==> config.mk <==
export PLATFORM = sky130hd
export DESIGN_NAME = mem_arbiter
export DESIGN_NICKNAME = d
export VERILOG_FILES = /design/src/rtl/mem_arbiter.sv
export SDC_FILE = /design/constraint.sdc
export NUM_CORES = 1
export LEC_CHECK = 0
export CAP_MARGIN = 10
export CORE_MARGIN = 3
export CORE_UTILIZATION = 37
export CTS_BUF_LIST = sky130_fd_sc_hd__clkbuf_8
export CTS_CLUSTER_DIAMETER = 100
export DETAILED_ROUTE_END_ITERATION = 8
export SLEW_MARGIN = 0
export SYNTH_ARGS = -nofsm -noshare
export SYNTH_HDL_FRONTEND = slang
export SYNTH_SLANG_ARGS = --single-unit
==> constraint.sdc <==
create_clock -name CLK -period 17.6 [get_ports CLK]
set_input_delay 4.4 -clock CLK [delete_from_list [all_inputs] [get_ports CLK]]
set_output_delay 4.4 -clock CLK [all_outputs]
set_load 0.02 [all_outputs]
==> src/rtl/mem_arbiter.sv <==
// Main-memory port arbiter for the I-cache and D-cache, with a posted write buffer.
// Define MEM_ARB_RR_EN for round-robin read arbitration (default: D-side has fixed priority).
module mem_arbiter #(
  parameter int WB_DEPTH = 4,
  parameter int ADDR_W   = 32,
  parameter int DATA_W   = 32
) (
  input  logic              CLK,
  input  logic              Reset,
  input  logic              i_ReadValid,
  input  logic [ADDR_W-1:0] i_ReadAddr,
  output logic              i_ReadReady,
  output logic [DATA_W-1:0] i_ReadData,
  input  logic              d_ReadValid,
  input  logic [ADDR_W-1:0] d_ReadAddr,
  output logic              d_ReadReady,
  output logic [DATA_W-1:0] d_ReadData,
  input  logic              d_WriteValid,
  input  logic [ADDR_W-1:0] d_WriteAddr,
  input  logic [DATA_W-1:0] d_WriteData,
  output logic              wb_Full,
  output logic              wb_Overflow,
  output logic              mem_ReadValid,
  output logic [ADDR_W-1:0] mem_ReadAddr,
  input  logic              mem_ReadReady,
  input  logic [DATA_W-1:0] mem_ReadData,
  output logic              mem_WriteValid,
  output logic [ADDR_W-1:0] mem_WriteAddr,
  output logic [DATA_W-1:0] mem_WriteData,
  input  logic              mem_WriteReady
);

  localparam int PTR_W = $clog2(WB_DEPTH);
  localparam int CNT_W = PTR_W + 1;

  typedef enum logic [1:0] {
    IDLE = 2'd0,
    RD_I = 2'd1,
    RD_D = 2'd2,
    WR   = 2'd3
  } state_e;

  state_e              state_q, state_d;
  logic [ADDR_W-1:0]   wb_addr_q [WB_DEPTH];
  logic [DATA_W-1:0]   wb_data_q [WB_DEPTH];
  logic [PTR_W-1:0]    wr_ptr_q, rd_ptr_q;
  logic [CNT_W-1:0]    count_q;
  logic                overflow_q;
  logic                mem_rd_valid_q, mem_rd_valid_d;
  logic [ADDR_W-1:0]   mem_rd_addr_q, mem_rd_addr_d;
  logic                mem_wr_valid_q, mem_wr_valid_d;
  logic [ADDR_W-1:0]   mem_wr_addr_q, mem_wr_addr_d;
  logic [DATA_W-1:0]   mem_wr_data_q, mem_wr_data_d;

  logic                wb_full_s, wb_empty_s, push_s, pop_s, drop_s;
  logic                hazard_s, grant_d_s;
  logic [PTR_W-1:0]    offset_s;

`ifdef MEM_ARB_RR_EN
  logic                last_grant_q, last_grant_d;  // 1 = D side
`endif

  assign wb_full_s  = (count_q == CNT_W'(WB_DEPTH));
  assign wb_empty_s = (count_q == {CNT_W{1'b0}});
  assign pop_s      = (state_q == WR) && mem_WriteReady;
  // A write into a full buffer survives only if the head drains in the same cycle.
  assign push_s     = d_WriteValid && (!wb_full_s || pop_s);
  assign drop_s     = d_WriteValid && wb_full_s && !pop_s;

`ifdef MEM_ARB_RR_EN
  assign grant_d_s  = d_ReadValid && (!i_ReadValid || !last_grant_q);
`else
  assign grant_d_s  = d_ReadValid;
`endif

  // Entry k is live when its distance from the head is below the count.
  always_comb begin
    hazard_s = 1'b0;
    offset_s = {PTR_W{1'b0}};
    for (int k = 0; k < WB_DEPTH; k++) begin
      offset_s = PTR_W'(k) - rd_ptr_q;
      if (({1'b0, offset_s} < count_q) && (wb_addr_q[k] == d_ReadAddr)) begin
        hazard_s = 1'b1;
      end else begin
        hazard_s = hazard_s;
      end
    end
  end

  always_comb begin
    state_d        = state_q;
    mem_rd_valid_d = mem_rd_valid_q;
    mem_rd_addr_d  = mem_rd_addr_q;
    mem_wr_valid_d = mem_wr_valid_q;
    mem_wr_addr_d  = mem_wr_addr_q;
    mem_wr_data_d  = mem_wr_data_q;
`ifdef MEM_ARB_RR_EN
    last_grant_d   = last_grant_q;
`endif
    case (state_q)
      IDLE: begin
        if (!wb_empty_s && (wb_full_s || (d_ReadValid && hazard_s))) begin
          state_d        = WR;
          mem_wr_valid_d = 1'b1;
          mem_wr_addr_d  = wb_addr_q[rd_ptr_q];
          mem_wr_data_d  = wb_data_q[rd_ptr_q];
        end else if (i_ReadValid || d_ReadValid) begin
          mem_rd_valid_d = 1'b1;
          if (grant_d_s) begin
            state_d       = RD_D;
            mem_rd_addr_d = d_ReadAddr;
          end else begin
            state_d       = RD_I;
            mem_rd_addr_d = i_ReadAddr;
          end
`ifdef MEM_ARB_RR_EN
          last_grant_d = grant_d_s;
`endif
        end else if (!wb_empty_s) begin
          state_d        = WR;
          mem_wr_valid_d = 1'b1;
          mem_wr_addr_d  = wb_addr_q[rd_ptr_q];
          mem_wr_data_d  = wb_data_q[rd_ptr_q];
        end else begin
          state_d = IDLE;
        end
      end
      RD_I, RD_D: begin
        if (mem_ReadReady) begin
          state_d        = IDLE;
          mem_rd_valid_d = 1'b0;
        end else begin
          state_d = state_q;
        end
      end
      WR: begin
        if (mem_WriteReady) begin
          state_d        = IDLE;
          mem_wr_valid_d = 1'b0;
        end else begin
          state_d = state_q;
        end
      end
      default: begin
        state_d        = IDLE;
        mem_rd_valid_d = 1'b0;
        mem_wr_valid_d = 1'b0;
      end
    endcase
  end

  always_ff @(posedge CLK or posedge Reset) begin
    if (Reset) begin
      state_q        <= IDLE;
      mem_rd_valid_q <= 1'b0;
      mem_rd_addr_q  <= {ADDR_W{1'b0}};
      mem_wr_valid_q <= 1'b0;
      mem_wr_addr_q  <= {ADDR_W{1'b0}};
      mem_wr_data_q  <= {DATA_W{1'b0}};
`ifdef MEM_ARB_RR_EN
      last_grant_q   <= 1'b1;
`endif
    end else begin
      state_q        <= state_d;
      mem_rd_valid_q <= mem_rd_valid_d;
      mem_rd_addr_q  <= mem_rd_addr_d;
      mem_wr_valid_q <= mem_wr_valid_d;
      mem_wr_addr_q  <= mem_wr_addr_d;
      mem_wr_data_q  <= mem_wr_data_d;
`ifdef MEM_ARB_RR_EN
      last_grant_q   <= last_grant_d;
`endif
    end
  end

  always_ff @(posedge CLK or posedge Reset) begin
    if (Reset) begin
      wr_ptr_q   <= {PTR_W{1'b0}};
      rd_ptr_q   <= {PTR_W{1'b0}};
      count_q    <= {CNT_W{1'b0}};
      overflow_q <= 1'b0;
      for (int k = 0; k < WB_DEPTH; k++) begin
        wb_addr_q[k] <= {ADDR_W{1'b0}};
        wb_data_q[k] <= {DATA_W{1'b0}};
      end
    end else begin
      if (push_s) begin
        wb_addr_q[wr_ptr_q] <= d_WriteAddr;
        wb_data_q[wr_ptr_q] <= d_WriteData;
        wr_ptr_q            <= wr_ptr_q + PTR_W'(1);
      end
      if (pop_s) begin
        rd_ptr_q <= rd_ptr_q + PTR_W'(1);
      end
      case ({push_s, pop_s})
        2'b10:   count_q <= count_q + CNT_W'(1);
        2'b01:   count_q <= count_q - CNT_W'(1);
        default: count_q <= count_q;
      endcase
      overflow_q <= overflow_q | drop_s;
    end
  end

  assign i_ReadReady    = (state_q == RD_I) && mem_ReadReady;
  assign d_ReadReady    = (state_q == RD_D) && mem_ReadReady;
  assign i_ReadData     = i_ReadReady ? mem_ReadData : {DATA_W{1'b0}};
  assign d_ReadData     = d_ReadReady ? mem_ReadData : {DATA_W{1'b0}};
  assign wb_Full        = wb_full_s;
  assign wb_Overflow    = overflow_q;
  assign mem_ReadValid  = mem_rd_valid_q;
  assign mem_ReadAddr   = mem_rd_addr_q;
  assign mem_WriteValid = mem_wr_valid_q;
  assign mem_WriteAddr  = mem_wr_addr_q;
  assign mem_WriteData  = mem_wr_data_q;

endmodule

==> metrics.txt, run 1 <==
CTS tree=built; die width=roughly 230 um; post-layout util=48.0%; library cells used by synthesis=39; post-cts sizing count=0; layout cells sized above 1=between 30% and 40%; Yosys Warn Count=0; first-pass GRT wire length=between 70000 and 80000 um; placed cell count=2099; nature of the critical path startpoint=input pin; leakage power=around 10 nW; Worst-Skew Late Latency=0.61 ns; Compound-Gate Fraction of Synth Area=1.01%; Routed Antenna Nets=0; Iteration-0 DRC Markers=502; switching share of total power=between 30% and 40%; WL final=52200 um; Mapped Area=about 18000 um2; aggregate global routing overflow=0; Simple-Gate Fraction of Synth Area=~4.5%; Vias/cell=5.18; Worst EP arrival=6.11 ns; status=complete, no violations; combinational share of power=roughly 46%; Post-Place Cell Area=about 22000 um2; post-synthesis register bit count=around 360; port buffer count=332; R2R depth=11; worst min path class=register to register; Via Count=~11000; Finish-stage setup viols=0; PD cells=between 150 and 200 nW/um2; drt drc=0; Layout Cells excl Fill=2216; Tcrit/Tclk final=59.7%; number of fill cells=4361; hold_buf cts=0; initial antenna violation count=5; Cells after Synth=1235; worst vdd ir=87.4 uV; Synth Area in XOR/XNOR=6.54%; Worst path max stage delay=0.61 ns; Max-slew headroom=around 24%; power share of the clock group=18.0%; Final min period=10.51 ns; internal power=roughly 2.8 mW; Slew @ Worst Pin=1.14 ns; post-synthesis mux area share=33.2%; I/O pin cnt=approximately 330; FMAX=0.0951 GHz; WL/cell=roughly 24 um; Psw=~1.5 mW; Hold Path Origin=wb_Overflow; vias in the first global route=12200; endpoints failing hold=0; Crit Path Category=input pin to output pin; area grow syn2layout=27.6%; Top cell by count, worst path=clkdlybuf4s50_1; Final Cell Area=roughly 23000 um2; Critical Path RT=13.20 ns; Mapped Nets=1416; number of H-tree levels=3; Adder-Cell Fraction of Synth Area=a little over 1%; chip height=227 um; most common cell after layout, fill and taps aside=dfrtp_1; Clock Skew=0.0176 ns; layout net count=between 1500 and 2000; Post-CTS Setup Repair Bufs=0; setup TNS=0 ns; Sinks on Clock Net=364; max-slew violation count=0; Slowest cell on crit path=clkdlybuf4s50_1; register area share after synthesis=50.4%; CTS max path bufs=3; Flop pwr share=~36%; Max-Cap Viols=0; crit-path cells=clkdlybuf4s50_1 > buf_4 > and3_1 > clkdlybuf4s50_1; core area=roughly 48000 um2; row cnt=80; Worst Path Max Fanout=68; most frequent cells in the layout=dfrtp_1, clkdlybuf4s50_1, mux2_2; Initial Utilization=about 38%; FF-to-FF setup slack=13.28 ns; origin of the worst setup path=mem_ReadReady; pre-CTS WS=roughly 7.1 ns; pin count of the biggest net entering global routing=92; Worst Setup End Kind=output pin; DP HPWL=35500 um; Worst R2R End=mem_WriteAddr[27]; Reg clk slew, reported paths=0.06 ns; synthesized area per cell=approximately 15 um2; worst setup path end=i_ReadData[11]; combinational family with the most area after synthesis=multiplexers; DRT Pass-1 Iters=5; gr usage total=20.3%; gp weighted congestion=0.819; die footprint=51600 um2; RSZ-0062 raised after global routing=false; Num CTS Buffers=68; Final Worst Setup Slack=just over 7 ns; RR Startpoint=rd_ptr_q[1]; Root Driver=clkbuf_8
critical path, delay by kind of cell:
family                 cells  cell delay (ns)
buffers and inverters      3             1.46
AND/OR/NAND/NOR            1             0.23
registers in the layout, summed over array words and instances, names as in the netlist, 3 cells and up:
signal,flops
wb_data_q,128
count_q,3
mem_ReadAddr,32
mem_WriteData,32
mem_WriteAddr,32
wb_addr_q,128
area by class of cell:
| class | instances | area, um2 | area share, % |
|---|---|---|---|
| diodes | 2 | 5.00 | 0.0217 |
| inverters | 16 | 67.6 | 0.293 |
| repair buffers | 347 | 3430 | 14.9 |
| clock buffers | 85 | 1170 | 5.07 |
| flip-flops and latches | 364 | 9120 | 39.5 |
| multi-input cells | 757 | 8400 | 36.4 |
| well taps | 615 | 769 | 3.33 |
| clock inverters | 30 | 121 | 0.526 |
cells by family after synthesis:
| logic type | Yosys count |
|---|---|
| multiplexers | 450 |
| flip-flops | 364 |
| XOR/XNOR | 135 |
| AND/OR/NAND/NOR | 133 |
| buffers and inverters | 114 |
| AO/OA/AOI/OAI | 25 |
| adder cells (fa/ha/maj) | 14 |
through the flow:
| stage | power (mW) | hold WS (ns) |
|---|---|---|
| floorplan | 2.92 | 0.474 |
| CTS | 4.43 | 0.500 |
| global route | 4.64 | 0.509 |
| finish | 4.37 | 0.490 |
| detailed placement | 3.62 | 0.487 |
| global placement | 3.57 | 0.474 |
worst min-delay path by stage:
stage / cells past startpoint / slack (ns) / endpoint
2_1_floorplan: 1 / 0.47 / wb_data_q[32]
3_3_place_gp: 1 / 0.47 / wb_Overflow
3_5_place_dp: 1 / 0.49 / wb_Overflow
4_1_cts: 1 / 0.50 / wb_data_q[51]
5_1_grt: 1 / 0.51 / mem_ReadAddr[21]
6_report: 1 / 0.49 / wb_Overflow
synthesized netlist by cell type (all sizes together):
| cell type | number | share of area (%) |
|---|---|---|
| ha | 13 | 0.90 |
| buf | 69 | 2.4 |
| nand2b | 1 | 0.035 |
| xor2 | 97 | 4.7 |
| and3 | 65 | 2.2 |
| and2 | 3 | 0.10 |
| a21boi | 1 | 0.042 |
| nand3 | 2 | 0.055 |
| nand4 | 12 | 0.42 |
| mux4 | 64 | 8.0 |
| mux2 | 384 | 25 |
| inv | 16 | 0.33 |
| a21oi | 5 | 0.14 |
| o211ai | 4 | 0.19 |
| dfrtp | 364 | 50 |
| clkbuf | 29 | 0.60 |
| o22ai | 1 | 0.035 |
| o41ai | 1 | 0.048 |
| mux2i | 2 | 0.11 |
| nor3 | 1 | 0.028 |
| nor2b | 1 | 0.035 |
| or2 | 1 | 0.035 |
| o41a | 1 | 0.12 |
| xnor2 | 38 | 1.8 |
| nor2 | 3 | 0.062 |
| or3b | 1 | 0.048 |
| a31o | 1 | 0.048 |
| nand2 | 14 | 0.29 |
| nor4 | 29 | 1.1 |
| o21ai | 10 | 0.34 |
| fa | 1 | 0.11 |
| o2bb2ai | 1 | 0.048 |
power groups by stage:
stage,Combinational [mW],Sequential [mW],Clock [mW]
6_report,2.00,1.59,0.785
5_1_grt,2.13,1.65,0.856
4_1_cts,2.03,1.59,0.819
3_5_place_dp,2.02,1.60,0
3_3_place_gp,1.99,1.58,0
2_1_floorplan,1.28,1.64,0
layer usage:
metal | GRT usage, % | vias to the layer above | wire length, um
li1 | - | 5129 | -
met1 | 26.0 | 5934 | 22300
met2 | 34.7 | 333 | 25700
met3 | 4.81 | 72 | 3210
met4 | 5.89 | 6 | 937
met5 | 0 | - | 45
Note: power is estimated with default switching activity, not from simulation.
==> inputs of run 2 (changes only) <==
- clock period: 17.6 -> 8.4 ns (I/O delays scaled with it)
==> run 2 against run 1 <==
  * Non-clock buffer count is 2 lower
  * Via count decreased by 0.44%
  * Clock-buffer cell count is 2 higher
  * Critical endpoint is now i_ReadData[13]
  * Largest cell class unchanged
  * Highest routed layer unchanged
==> metrics.txt, run 2 (same netlist as run 1, synthesis figures left out) <==
Max-slew headroom=20.6% (-3.6 points); Post-CTS Setup Repair Bufs=0 (unchanged); number of fill cells=4336 (-0.57%); drt drc=0 (unchanged); die width=227 um (unchanged); Max-Cap Viols=0 (unchanged); layout net count=1734 (-0.058%); vias in the first global route=12200 (-0.37%); largest registers=wb_addr_q x128, wb_data_q x128; DRT Pass-1 Iters=6 (+1); gp weighted congestion=0.838 (+2.4%); Critical Path RT=6.30 ns (-6.90 ns); Reg clk slew, reported paths=0.05 ns (about the same); pin count of the biggest net entering global routing=131 (+42%); CTS max path bufs=3 (unchanged); Worst Path Max Fanout=68 (unchanged); DP HPWL=35300 um (-0.47%); WL final=51700 um (-0.93%); hold_buf cts=0 (unchanged); RSZ-0062 raised after global routing=false; port buffer count=332 (unchanged); post-cts sizing count=0 (unchanged); area grow syn2layout=28.5%; core area=48000 um2 (unchanged); total power=9.32 mW (+110%); layout cells sized above 1=36.1% (+0.42 points); leakage power=10.0 nW (+0.29%); FMAX=0.169 GHz; Layout Cells excl Fill=2214 (-0.090%); Tcrit/Tclk final=70.4%; aggregate global routing overflow=0 (unchanged); Sinks on Clock Net=364 (unchanged); Clock Skew=0.0352 ns (+0.0176 ns); max-slew violation count=0 (unchanged); Iteration-0 DRC Markers=541 (+7.8%); Num CTS Buffers=69 (+1.5%); endpoints failing hold=0 (unchanged); WL/cell=23.4 um (-0.84%); nature of the critical path startpoint=input pin; most frequent cells in the layout=dfrtp_1, clkdlybuf4s50_1, mux2_2; row cnt=80 (unchanged); Finish-stage setup viols=0 (unchanged); Worst Setup End Kind=output pin; CTS tree=built; Vias/cell=5.16 (-0.35%); worst vdd ir=236 uV (+170%); Routed Antenna Nets=0 (unchanged); Crit Path Category=input pin to output pin; number of H-tree levels=3 (unchanged); most common cell after layout, fill and taps aside=dfrtp_1; Root Driver=clkbuf_8; chip height=227 um (unchanged); PD cells=401 nW/um2 (+110%); Worst-Skew Late Latency=0.63 ns (+0.02 ns); Initial Utilization=37.6% (unchanged); setup TNS=0 ns (unchanged); first-pass GRT wire length=77400 um (-0.61%); initial antenna violation count=4 (-1); Final min period=a little under 6 ns; I/O pin cnt=333 (unchanged); gr usage total=20.1% (-0.29 points); worst min path class=register to register; status=complete, no violations; Worst EP arrival=3.81 ns (-2.30 ns); placed cell count=2097 (-0.095%); Slew @ Worst Pin=1.19 ns (+0.0501 ns); post-layout util=48.4% (+0.32 points); final hold slack=0.498 ns (+0.00755 ns); Via Count=11400 (-0.44%); die footprint=51600 um2 (unchanged)
run 2: critical path, cell delays in order:
cell	delay, ns
clkdlybuf4s50_1	0.46
buf_4	0.39
and3_1	0.24
clkdlybuf4s50_1	0.62
run 2: area by class of cell:
class	instances	area [um2]	share of cell area [%]
Antenna cell	2	5.00	0.0215
Clock inverter	28	230	0.991
Timing Repair Buffer	345	3450	14.9
Clock buffer	87	1200	5.15
Multi-Input combinational cell	757	8400	36.1
Tap cell	615	769	3.31
Sequential cell	364	9120	39.2
Inverter	16	63.8	0.275
run 2: through the flow:
| stage | setup WS (ns) | area [um2] |
|---|---|---|
| 2_1_floorplan | 1.42 | 18100 |
| 3_3_place_gp | 2.54 | 21800 |
| 3_5_place_dp | 2.50 | 21800 |
| 4_1_cts | 2.49 | 23200 |
| 5_1_grt | 2.35 | 23200 |
| 6_report | 2.49 | 23200 |
run 2: layer usage:
layer | up-vias | routed length [um] | part of all wire [%] | track usage, %
met2 | 345 | 25700 | 50 | 34.3
li1 | 5093 | - | - | -
met1 | 5918 | 21400 | 41 | 25.5
met3 | 61 | 3660 | 7.1 | 4.84
met4 | 6 | 874 | 1.7 | 5.55
met5 | - | 46 | 0.089 | 0
run 2: where the power goes:
group | internal (mW) | leakage (nW) | switching (mW) | total, mW
sequential | 2.67 | 4.32 | 0.706 | 3.38
combinational | 2.38 | 4.90 | 1.76 | 4.14
clock | 1.05 | 0.789 | 0.762 | 1.81
run 2: path summary, 6_finish.rpt:
path / slack (ns) / cells after the start / endpoint / startpoint
hold reg to reg: 0.50 / 1 / wb_data_q[46] / wb_data_q[46]
max in group asynchronous: 5.17 / 3 / rd_ptr_q[1] / Reset
setup reg to reg: 3.62 / 10 / mem_ReadAddr[12] / rd_ptr_q[1]
setup / recovery: 2.49 / 4 / i_ReadData[13] / mem_ReadReady
hold / removal: 0.50 / 1 / wb_data_q[46] / wb_data_q[46]
min in group asynchronous: 1.85 / 2 / mem_ReadAddr[6] / Reset
==> inputs of run 3 (changes only) <==
- clock period: 8.4 -> 5.25 ns (I/O delays scaled with it)
==> run 3 against run 2 <==
  * Clock-buffer cell count up 2
  * Final cell count up 0.81%
  * Critical path type unchanged
  * Critical path depth unchanged
  * Highest routed layer unchanged
==> metrics.txt, run 3 (same netlist as run 1, synthesis figures left out) <==
status=complete, no violations; Final min period=4.36 ns; final hold slack=0.481 ns (-0.0165 ns); Clock Skew=0.0313 ns (-0.00392 ns); Final Cell Area=23300 um2 (+0.41%); gr usage total=20.5% (+0.49 points); RSZ-0062 raised after global routing=false; Initial Utilization=37.6% (unchanged); Via Count=11600 (+1.6%); largest registers=wb_addr_q x128, wb_data_q x128; Iteration-0 DRC Markers=504 (-6.8%); initial antenna violation count=4 (unchanged); Crit Path Category=input pin to output pin; FMAX=roughly 0.23 GHz; internal power=9.63 mW (+58%); Num CTS Buffers=68 (-1.4%); Sinks on Clock Net=364 (unchanged); number of H-tree levels=3 (unchanged); number of fill cells=4353 (+0.39%); DP HPWL=37700 um (+6.7%); WL final=52600 um (+1.8%); leakage power=10.1 nW (+0.69%); Worst Setup End Kind=output pin; max-slew violation count=0 (unchanged); Layout Cells excl Fill=2232 (+0.81%); Psw=5.24 mW (+62%); aggregate global routing overflow=0 (unchanged); Routed Antenna Nets=0 (unchanged); vias in the first global route=12400 (+1.7%); Hold Path Origin=wb_Overflow; Worst EP arrival=3.05 ns (-0.76 ns); RR Startpoint=rd_ptr_q[1]; Root Driver=clkbuf_8; combinational share of power=45.8% (+1.4 points); row cnt=80 (unchanged); first-pass GRT wire length=79400 um (+2.5%); Post-Place Cell Area=22000 um2 (+0.71%); layout net count=1747 (+0.75%); PD cells=637 nW/um2 (+59%); Worst R2R End=mem_WriteAddr[29]; Worst Path Max Fanout=68 (unchanged); power share of the clock group=18.4% (-1.0 points); worst vdd ir=330 uV (+39%); switching share of total power=35.2% (+0.60 points); die width=227 um (unchanged); worst hold path endpoint=wb_Overflow; pin count of the biggest net entering global routing=106 (-19%); drt drc=0 (unchanged); port buffer count=332 (unchanged); I/O pin cnt=333 (unchanged); layout cells sized above 1=36.9% (+0.77 points); nature of the critical path startpoint=input pin; Vias/cell=5.20 (+0.77%); endpoints failing hold=0 (unchanged); DRT Pass-1 Iters=5 (-1); placed cell count=2111 (+0.67%); most frequent cells in the layout=dfrtp_1, clkdlybuf4s50_1, mux2_2; chip height=227 um (unchanged); CTS max path bufs=3 (unchanged); Worst-Skew Late Latency=0.62 ns (about the same); Tcrit/Tclk final=between 80% and 90%; Reg clk slew, reported paths=0.05 ns (about the same); FF-to-FF setup slack=1.85 ns (-1.77 ns); post-cts sizing count=0 (unchanged); most common cell after layout, fill and taps aside=dfrtp_1; WL/cell=23.6 um (+1.0%); R2R depth=10 (unchanged); Max-slew headroom=40.2% (+20 points); hold path depth=1 (unchanged); core area=48000 um2 (unchanged); Max-Cap Viols=0 (unchanged); die footprint=51600 um2 (unchanged); Flop pwr share=35.8% (-0.4 points); Post-CTS Setup Repair Bufs=0 (unchanged); area grow syn2layout=29.0%; gp weighted congestion=0.835 (-0.45%); hold_buf cts=0 (unchanged); worst min path class=register to register; Slew @ Worst Pin=0.896 ns (-0.291 ns); Finish-stage setup viols=0 (unchanged); CTS tree=built; Critical Path RT=3.94 ns (-2.36 ns)
==> run 3: cell types whose count changed in the layout (fill, tap and decap cells not counted), sizes merged <==
cell / previous run / this run
buf: 14 / 28
clkinv: 3 / 10
bufinv: 4 / 0
clkbuf: 87 / 89
clkinvlp: 4 / 3
==> run 3: area by class of cell <==
cell class              instances  area [um2]  share of cell area [%]
repair buffers                359        3610                    15.5
clock buffers                  89        1220                    5.25
clock inverters                30         143                   0.611
diodes                          2        5.00                  0.0215
inverters                      16        63.8                   0.274
flip-flops and latches        364        9120                    39.1
well taps                     615         769                    3.30
multi-input cells             757        8400                    36.0
==> run 3: metrics by stage <==
step	total power [mW]	utilization, %	TNS, ns	worst slack [ns]
final	14.9	48.6	0	0.888
after global routing	15.7	48.5	0	0.791
after CTS	15.1	48.5	0	0.899
after detailed placement	12.2	45.7	0	0.868
after global placement	12.1	45.7	0	0.898
after floorplan	9.79	-	-343.88	-0.945
==> run 3: worst max path at each step <==
stage / startpoint / cells past startpoint / endpoint
6_report: mem_ReadReady / 4 / d_ReadData[5]
5_1_grt: mem_ReadReady / 4 / i_ReadData[11]
4_1_cts: mem_ReadReady / 4 / d_ReadData[5]
3_5_place_dp: d_ReadAddr[29] / 9 / mem_ReadAddr[7]
3_3_place_gp: d_ReadAddr[29] / 9 / mem_ReadAddr[3]
2_1_floorplan: Reset / 1 / count_q[0]
==> run 3: critical path, stage by stage <==
cell,delay (ns)
clkdlybuf4s50_1,0.46
buf_4,0.40
and3_1,0.25
clkdlybuf4s50_1,0.62
==> run 3: power groups by stage <==
stage | Combinational (mW) | Clock, mW | Sequential (mW)
after global placement | 6.80 | 0 | 5.30
after CTS | 6.90 | 2.85 | 5.32
final | 6.80 | 2.73 | 5.33
after detailed placement | 6.88 | 0 | 5.35
after global routing | 7.25 | 2.97 | 5.52
after floorplan | 4.29 | 0 | 5.49
==> run 3: metal layers <==
layer / global-route usage (%) / up-vias / share of wire (%) / wire length, um
li1: - / 5159 / - / -
met1: 26.3 / 6037 / 42 / 22300
met2: 34.5 / 346 / 49 / 25700
met4: 6.11 / 4 / 1.9 / 1010
met3: 5.29 / 59 / 6.8 / 3560
met5: 0 / - / 0.049 / 26
